===== config.mk =====
export PLATFORM = sky130hd
export DESIGN_NAME = branch_sequencer_flat
export DESIGN_NICKNAME = d
export VERILOG_FILES = /design/src/rtl/branch_sequencer_if.sv /design/src/rtl/branch_sequencer.sv /design/src/flat_wrapper.sv
export SDC_FILE = /design/constraint.sdc
export NUM_CORES = 1
export LEC_CHECK = 0
export ABC_AREA = 1
export BUFFER_PORTS_ARGS = -buffer_cell sky130_fd_sc_hd__buf_2
export CORE_UTILIZATION = 55
export DETAILED_ROUTE_END_ITERATION = 10
export PLACE_DENSITY_LB_ADDON = 0.08
export SYNTH_ARGS = -nofsm -noshare
export SYNTH_HDL_FRONTEND = slang
export SYNTH_SLANG_ARGS = --single-unit

===== constraint.sdc =====
create_clock -name clk -period 3.9 [get_ports clk]
set_clock_uncertainty 0.15 [all_clocks]
set_input_delay 0.78 -clock clk [delete_from_list [all_inputs] [get_ports clk]]
set_output_delay 0.78 -clock clk [all_outputs]
set_load 0.005 [all_outputs]

===== src/rtl/branch_sequencer_if.sv =====
// branch_sequencer_if: request/response/redirect bundle between decode and the branch sequencer
interface branch_sequencer_if #(parameter int XLEN = 32, parameter int CNT_W = 16);
  logic             req_valid;
  logic             req_ready;
  logic             branch;
  logic [2:0]       funct3;
  logic [XLEN-1:0]  rs1_val;
  logic [XLEN-1:0]  rs2_val;
  logic [XLEN-1:0]  pc;
  logic [XLEN-1:0]  imm;
  logic             resp_valid;
  logic             taken;
  logic             illegal;
  logic             redirect_valid;
  logic [XLEN-1:0]  redirect_pc;
  logic             flush;
  logic             busy;
  logic [CNT_W-1:0] branch_cnt;
  logic [CNT_W-1:0] taken_cnt;
  modport master (
    output req_valid, branch, funct3, rs1_val, rs2_val, pc, imm,
    input  req_ready, resp_valid, taken, illegal, redirect_valid, redirect_pc,
           flush, busy, branch_cnt, taken_cnt
  );
  modport slave (
    input  req_valid, branch, funct3, rs1_val, rs2_val, pc, imm,
    output req_ready, resp_valid, taken, illegal, redirect_valid, redirect_pc,
           flush, busy, branch_cnt, taken_cnt
  );
endinterface


===== src/rtl/branch_sequencer.sv =====
// branch_sequencer: multi-cycle branch resolution with redirect, flush window and saturating counters
module branch_sequencer #(
  parameter int XLEN         = 32,
  parameter int FLUSH_CYCLES = 2,
  parameter int CNT_W        = 16
) (
  input logic              clk,
  input logic              reset,
  branch_sequencer_if.slave bus
);
  localparam int FW = $clog2(FLUSH_CYCLES + 1);
  typedef enum logic [1:0] {IDLE, CMP, RESOLVE, FLUSH} state_t;
  state_t           state, state_n;
  logic             br_q;
  logic [2:0]       f3_q;
  logic [XLEN-1:0]  a_q, b_q, pc_q, imm_q, tgt_q, redir_q;
  logic             n_q, z_q, c_q, v_q;
  logic [FW-1:0]    fcnt;
  logic [CNT_W-1:0] bcnt, tcnt;
  logic [XLEN:0]    sum;
  logic [XLEN-1:0]  diff;
  logic             acc, res, ill, base, tk;
  // subtraction as a + ~b + 1 so the carry-out is the unsigned a >= b flag
  assign sum  = {1'b0, a_q} + {1'b0, ~b_q} + {{XLEN{1'b0}}, 1'b1};
  assign diff = sum[XLEN-1:0];
  assign acc  = bus.req_valid & (state == IDLE);
  assign res  = state == RESOLVE;
  always_comb begin
    ill     = br_q & (f3_q[2:1] == 2'b01);
    base    = f3_q[2] ? (f3_q[1] ? ~c_q : (n_q ^ v_q)) : z_q;
    tk      = ~br_q | (~ill & (base ^ f3_q[0]));
    state_n = state == IDLE    ? (acc ? CMP : IDLE) :
              state == CMP     ? RESOLVE :
              state == RESOLVE ? (tk ? FLUSH : IDLE) :
              (fcnt == FW'(1) ? IDLE : FLUSH);
  end
  always_ff @(posedge clk) begin
    if (reset) begin
      state   <= IDLE;
      br_q    <= 1'b0;
      f3_q    <= '0;
      a_q     <= '0;
      b_q     <= '0;
      pc_q    <= '0;
      imm_q   <= '0;
      tgt_q   <= '0;
      redir_q <= '0;
      n_q     <= 1'b0;
      z_q     <= 1'b0;
      c_q     <= 1'b0;
      v_q     <= 1'b0;
      fcnt    <= '0;
      bcnt    <= '0;
      tcnt    <= '0;
    end else begin
      state <= state_n;
      if (acc) begin
        br_q  <= bus.branch;
        f3_q  <= bus.funct3;
        a_q   <= bus.rs1_val;
        b_q   <= bus.rs2_val;
        pc_q  <= bus.pc;
        imm_q <= bus.imm;
      end
      if (state == CMP) begin
        n_q   <= diff[XLEN-1];
        z_q   <= diff == '0;
        c_q   <= sum[XLEN];
        v_q   <= (a_q[XLEN-1] != b_q[XLEN-1]) && (diff[XLEN-1] != a_q[XLEN-1]);
        tgt_q <= pc_q + imm_q;
      end
      if (res) begin
        bcnt <= &bcnt ? bcnt : bcnt + 1'b1;
        tcnt <= (tk & ~&tcnt) ? tcnt + 1'b1 : tcnt;
        fcnt <= FW'(FLUSH_CYCLES);
        if (tk) redir_q <= tgt_q;
      end
      if (state == FLUSH) fcnt <= fcnt - 1'b1;
    end
  end
  assign bus.req_ready      = state == IDLE;
  assign bus.busy           = state != IDLE;
  assign bus.resp_valid     = res;
  assign bus.taken          = res & tk;
  assign bus.illegal        = res & ill;
  assign bus.redirect_valid = res & tk;
  assign bus.redirect_pc    = (res & tk) ? tgt_q : redir_q;
  assign bus.flush          = state == FLUSH;
  assign bus.branch_cnt     = bcnt;
  assign bus.taken_cnt      = tcnt;
endmodule


===== src/flat_wrapper.sv =====
// flat-port wrapper written by rule: the top's interface ports become plain ports
module branch_sequencer_flat 
#(
  parameter int XLEN         = 32,
  parameter int FLUSH_CYCLES = 2,
  parameter int CNT_W        = 16
)
  (clk, reset, bus_req_valid, bus_branch, bus_funct3, bus_rs1_val, bus_rs2_val, bus_pc, bus_imm, bus_req_ready, bus_resp_valid, bus_taken, bus_illegal, bus_redirect_valid, bus_redirect_pc, bus_flush, bus_busy, bus_branch_cnt, bus_taken_cnt);
  branch_sequencer_if #(.XLEN(XLEN), .CNT_W(CNT_W)) bus_i ();
  input logic clk;
  input logic reset;
  input wire logic [$bits(bus_i.req_valid)-1:0] bus_req_valid;
  input wire logic [$bits(bus_i.branch)-1:0] bus_branch;
  input wire logic [$bits(bus_i.funct3)-1:0] bus_funct3;
  input wire logic [$bits(bus_i.rs1_val)-1:0] bus_rs1_val;
  input wire logic [$bits(bus_i.rs2_val)-1:0] bus_rs2_val;
  input wire logic [$bits(bus_i.pc)-1:0] bus_pc;
  input wire logic [$bits(bus_i.imm)-1:0] bus_imm;
  output wire logic [$bits(bus_i.req_ready)-1:0] bus_req_ready;
  output wire logic [$bits(bus_i.resp_valid)-1:0] bus_resp_valid;
  output wire logic [$bits(bus_i.taken)-1:0] bus_taken;
  output wire logic [$bits(bus_i.illegal)-1:0] bus_illegal;
  output wire logic [$bits(bus_i.redirect_valid)-1:0] bus_redirect_valid;
  output wire logic [$bits(bus_i.redirect_pc)-1:0] bus_redirect_pc;
  output wire logic [$bits(bus_i.flush)-1:0] bus_flush;
  output wire logic [$bits(bus_i.busy)-1:0] bus_busy;
  output wire logic [$bits(bus_i.branch_cnt)-1:0] bus_branch_cnt;
  output wire logic [$bits(bus_i.taken_cnt)-1:0] bus_taken_cnt;
  assign bus_i.req_valid = bus_req_valid;
  assign bus_i.branch = bus_branch;
  assign bus_i.funct3 = bus_funct3;
  assign bus_i.rs1_val = bus_rs1_val;
  assign bus_i.rs2_val = bus_rs2_val;
  assign bus_i.pc = bus_pc;
  assign bus_i.imm = bus_imm;
  assign bus_req_ready = bus_i.req_ready;
  assign bus_resp_valid = bus_i.resp_valid;
  assign bus_taken = bus_i.taken;
  assign bus_illegal = bus_i.illegal;
  assign bus_redirect_valid = bus_i.redirect_valid;
  assign bus_redirect_pc = bus_i.redirect_pc;
  assign bus_flush = bus_i.flush;
  assign bus_busy = bus_i.busy;
  assign bus_branch_cnt = bus_i.branch_cnt;
  assign bus_taken_cnt = bus_i.taken_cnt;
  branch_sequencer #(.XLEN(XLEN), .FLUSH_CYCLES(FLUSH_CYCLES), .CNT_W(CNT_W)) u_core (.clk(clk), .reset(reset), .bus(bus_i));
endmodule

Yosys cells after proc, flatten, opt, wreduce, memory -nomap -nowiden --
Index checks and enable logic that the tools add are counted.
Word-level totals: word-level logic and storage cells 65, flip-flop bits (word level) 236, output and inout port bits 71, input bits 135
Cells by class: muxes and demuxes 11, reductions and logical operators 11, add/sub/neg operators 6, equal/unequal tests 7, bitwise logic cells 14
Operators by type and width (count):
- adder 32 x 32 -> 33 bit | 1
- adder 33 x 1 -> 33 bit (second input constant) | 1
- adder 16 x 1 -> 16 bit (second input constant) | 2
- adder 32 bit | 1
- logical NOT 32 bit | 1
- two-way mux 32 bit | 1
- inverter 32 bit | 1
- AND reduction 16 bit | 2
- two-way mux 2 bit | 7
- AND 1 bit | 6
- equality test 2 x 1 -> 1 bit (second input constant) | 3
- AND reduction 2 bit | 3
- equality test 2 bit (second input constant) | 2
- inverter 1 bit | 4
- nonzero test 2 bit | 2
- two-way mux 1 bit | 3
- logical NOT 2 bit | 1
- != test 1 bit | 2
- subtractor 2 x 1 -> 2 bit (second input constant) | 1
- XOR 1 bit | 2
- logical AND 1 bit | 1
- logical NOT 1 bit | 1
- bitwise OR 1 bit | 1

Longest topological paths before layout --
word-level depth 10, mapped depth 18, mapped depth without buffers 17

Worst setup path after synthesis --
OpenSTA, ideal clock, no wires.
kind flip-flop to output port, from register u_core.n_q, to output bus_redirect_pc[2], arrival time 1.559 ns, buffers on the path 1, required time 2.970 ns, cell stages (with the launch flop) 14, setup slack 1.411 ns, cell sequence dfxtp_1 inv_1 nand2_1 nand2_1 o21ai_1 nand2_1 xor2_1 or2_1 nand2_4 inv_4 buf_6 or2_0 o21ai_2 inv_1
Between the ends: word-level cells in the longest chain between the ends 8
RTL lines:
- start: declaration | line branch_sequencer.sv:17 | logic n_q, z_q, c_q, v_q;
- start signal: assignment | line branch_sequencer.sv:66 | n_q <= diff[XLEN-1];
- XOR 1 bit | line branch_sequencer.sv:30 | base = f3_q[2] ? (f3_q[1] ? ~c_q : (n_q ^ v_q)) : z_q;
- two-way mux 1 bit (2 in a row) | line branch_sequencer.sv:30
- XOR 1 bit | line branch_sequencer.sv:31 | tk = ~br_q | (~ill & (base ^ f3_q[0]));
- AND 1 bit | line branch_sequencer.sv:31
- bitwise OR 1 bit | line branch_sequencer.sv:31
- AND 1 bit
- named net bus_redirect_valid | line flat_wrapper.sv:23 | output wire logic [$bits(bus_i.redirect_valid)-1:0] bus_redirect_valid;
- two-way mux 32 bit | line branch_sequencer.sv:87 | assign bus.redirect_pc = (res & tk) ? tgt_q : redir_q;
- end: declaration | line flat_wrapper.sv:24 | output wire logic [$bits(bus_i.redirect_pc)-1:0] bus_redirect_pc;
The timed path passes the listed nets, and every way through them passes these cells.

Final worst setup path --
from register u_core.n_q, to output bus_redirect_pc[0]
Between the ends: word-level cells in the longest chain between the ends 8
RTL lines (line):
- XOR 1 bit | branch_sequencer.sv:30
- two-way mux 1 bit (2 in a row) | branch_sequencer.sv:30
- XOR 1 bit | branch_sequencer.sv:31
- AND 1 bit | branch_sequencer.sv:31
- bitwise OR 1 bit | branch_sequencer.sv:31
- AND 1 bit | branch_sequencer.sv:87
- two-way mux 32 bit | branch_sequencer.sv:87
No other way between the ends.

==> flow_summary.json <==
{
  "leakagePower_nw": 7.984,
  "outcome": "finished, final reports clean",
  "clock.fmax_ghz": 0.2931,
  "crit_required_ps": 2970,
  "drt-total-wl_mm": 34.70,
  "hold_depth": 2,
  "setup_repair_after_global_routing_missed_its_margin": "no",
  "grt-ovfl-total": 0,
  "synth_enable_flop_cells": 0,
  "effective_utilization_at_floorplan_pct": 55.77,
  "n_antenna_cell": 0,
  "cts_tree": "yes",
  "critical_path.max_fanout": 33,
  "worst_supply_voltage_drop_on_vdd_mv": 0.3870,
  "grt_util_met3_pct": 3.318,
  "cts.path.max_buffers": 3,
  "drc": 0,
  "grt_first_pass_wirelength_mm": 58.26,
  "routedWlPerCell_um": 13.40,
  "initialDrtViolationCount": 893,
  "timing.final.setup_violations": 0,
  "stdcell_count": 2590,
  "grt_max_degree": 121,
  "chipWidth_um": 158.8,
  "syn_nets": 2277,
  "design.core.area_um2": 24250,
  "holdWs_ps": 308.5,
  "synthDistinctLibCells": 47,
  "dr.pass1.iters": 5,
  "synth_sequential_area_ratio_pct": 34.94,
  "areaGrowthSynthToFinish_pct": 15.93,
  "report.final.slew_viol_count": 0,
  "final_net_count": 2449,
  "worst-setup-path-type": "reg2out",
  "cts_num_sinks": 236,
  "cts_setup_buffers": 0,
  "grt-busiest-layer": "met1",
  "synth_common_cells": "sky130_fd_sc_hd__nand2_1, sky130_fd_sc_hd__nor2_1, sky130_fd_sc_hd__inv_1",
  "startpoint_type": "register",
  "reg2reg_depth": 13,
  "worst_hold_path_type": "reg2reg",
  "root_buffer": "sky130_fd_sc_hd__clkbuf_16",
  "place_hpwl_mm": 26.50,
  "worstPathArrival_ps": 2480,
  "cell_type_with_the_highest_aggregate_area_in_the_netlist": "sky130_fd_sc_hd__dfxtp_1",
  "worst_skew_pair_later_pin_latency_ps": 540,
  "finalCriticalPeriod_ps": 3412,
  "placedCellCount": 2542,
  "syn-mean-instance-area_um2": 6.520,
  "finalHoldViolCount": 0,
  "post-synth-top-count-cell": "sky130_fd_sc_hd__nand2_1",
  "final_cell_area_um2": 15680,
  "h-tree-depth": 1,
  "grt.total_usage_pct": 27.63,
  "cts_hold_buffers": 0,
  "dpl_cell_area_um2": 14770,
  "die_h_um": 158.8,
  "ys.flop_type": "sky130_fd_sc_hd__dfxtp_1",
  "synth-warning-count": 0,
  "powerDensity_nw_per_um2": 543.7,
  "floorplan.io_pins": 206,
  "cp-end-kind": "output pin",
  "numCtsBuffers": 26,
  "synthCells": 2074,
  "cts.clk_slew.worst_paths_ps": 60,
  "setup-tns-final_ps": 0,
  "finalWeightedCongestion": 0.9293,
  "share_of_cells_above_drive_strength_1_pct": 15.36,
  "period_share_pct": 87.48,
  "post_drt_via_cell_ratio": 5.071,
  "routed_antenna_nets": 0,
  "slew-limit-headroom_pct": 46.53,
  "netlist.area_leader.share_pct": 34.94,
  "die-area_um2": 25220,
  "gr-usage-met1_pct": 43.56,
  "mappedNetlistArea_um2": 13520,
  "cts_repair_resize_count": 0,
  "dr_total_vias": 13134,
  "synth.ff_latch_count": 236,
  "vias_in_the_first_global_route": 11864,
  "num_rows": 57,
  "worst-slew-pin-transition_ps": 802.0,
  "synth.top_cells.by_area": "sky130_fd_sc_hd__dfxtp_1, sky130_fd_sc_hd__nand2_1, sky130_fd_sc_hd__nor2_1",
  "numPortBuffers": 205,
  "drv.max_cap_violation_count": 0,
  "global_route.usage.met2_pct": 39.41,
  "antenna_violations_before_repair": 0,
  "async_flop_share_pct": 0
}
## sequential cells by signal (all words and copies together), names as in the netlist, 2 cells and up
name / count
u_core.a_q: 32
u_core.bus.branch_cnt: 16
u_core.redir_q: 32
u_core.imm_q: 32
u_core.fcnt: 2
u_core.tgt_q: 32
u_core.pc_q: 32
u_core.b_q: 32
u_core.bus.taken_cnt: 16
u_core.f3_q: 3
u_core.state: 2
## cells in the final DEF (no fill, tap or decap), types with 5 or more instances in the layout
cell type | Yosys | final
sky130_fd_sc_hd__a21o_1 | 7 | 7
sky130_fd_sc_hd__a21oi_1 | 133 | 133
sky130_fd_sc_hd__buf_2 | 6 | 205
sky130_fd_sc_hd__buf_4 | 1 | 6
sky130_fd_sc_hd__clkbuf_1 | 52 | 5
sky130_fd_sc_hd__clkbuf_16 | 0 | 26
sky130_fd_sc_hd__dfxtp_1 | 236 | 236
sky130_fd_sc_hd__ha_1 | 66 | 66
sky130_fd_sc_hd__inv_1 | 282 | 281
sky130_fd_sc_hd__inv_2 | 37 | 37
sky130_fd_sc_hd__nand2_1 | 381 | 380
sky130_fd_sc_hd__nand2_2 | 6 | 6
sky130_fd_sc_hd__nand3_1 | 78 | 78
sky130_fd_sc_hd__nand4_1 | 21 | 21
sky130_fd_sc_hd__nor2_1 | 371 | 371
sky130_fd_sc_hd__nor2_2 | 6 | 6
sky130_fd_sc_hd__nor3_1 | 27 | 27
sky130_fd_sc_hd__nor3_2 | 5 | 5
sky130_fd_sc_hd__o21ai_0 | 193 | 193
sky130_fd_sc_hd__o21ai_1 | 17 | 17
sky130_fd_sc_hd__o21ai_2 | 29 | 29
sky130_fd_sc_hd__or2_0 | 30 | 30
sky130_fd_sc_hd__xnor2_1 | 8 | 8
sky130_fd_sc_hd__xor2_1 | 19 | 19
## where the power goes
part | leakage, nW | switching, mW | internal, mW
Clock | 0.439 | 1.03 | 1.57
Combinational | 5.60 | 1.95 | 1.05
Sequential | 1.94 | 0.195 | 2.73
## final cells by class
type,count,area (µm²)
timing repair buffer,214,1131
sequential,236,4725
tap,324,405.4
multi-input combinational,1447,7295
clock buffer,35,724.4
clock inverter,13,187.7
fill,2393,8571
inverter,321,1210
## layer usage
metal	vias to the layer above	share of wire [%]
met5	-	0
met4	0	1.5
met3	40	6.5
met2	353	39
met1	5818	53
li1	6923	-
## critical path: stages, from the launching register on
cell and delay [ps]:
sky130_fd_sc_hd__dfxtp_1 330, sky130_fd_sc_hd__inv_1 50, sky130_fd_sc_hd__nand2_1 50, sky130_fd_sc_hd__nand2_1 40, sky130_fd_sc_hd__o21ai_1 110, sky130_fd_sc_hd__nand2_1 70, sky130_fd_sc_hd__xor2_1 130, sky130_fd_sc_hd__or2_1 240
sky130_fd_sc_hd__nand2_4 80, sky130_fd_sc_hd__buf_4 430, sky130_fd_sc_hd__o21ai_0 200, sky130_fd_sc_hd__inv_1 80, sky130_fd_sc_hd__buf_2 100
## worst paths after layout
check	from	endpoint	slack, ps
min reg2reg	u_core.fcnt[1]	u_core.fcnt[1]	310
max	u_core.n_q	bus_redirect_pc[0]	490
max reg2reg	u_core.imm_q[0]	u_core.tgt_q[24]	1230
min	u_core.fcnt[1]	u_core.fcnt[1]	310
## stage by stage
step | setup slack, ps | util [%] | total power [mW]
floorplan | 1411 | - | 5.124
global placement | 1086 | 60.89 | 5.872
detailed placement | 1043 | 60.89 | 5.926
CTS | 463.7 | 64.65 | 8.536
global route | 284.7 | 64.65 | 9.145
finish | 488.3 | 64.65 | 8.524
## cells by family (layout without fill, tap and decap cells)
logic type               after synthesis  count (layout)  share of synthesized area (%)
adder cells (fa/ha/maj)               68              68                          6.403
buffers and inverters                391             583                          11.18
AND/OR/NAND/NOR                      949             949                          29.37
AO/OA/AOI/OAI                        403             403                          16.37
flip-flops                           236             236                          34.94
XOR/XNOR                              27              27                          1.749
(Power assumes the default switching activity.)
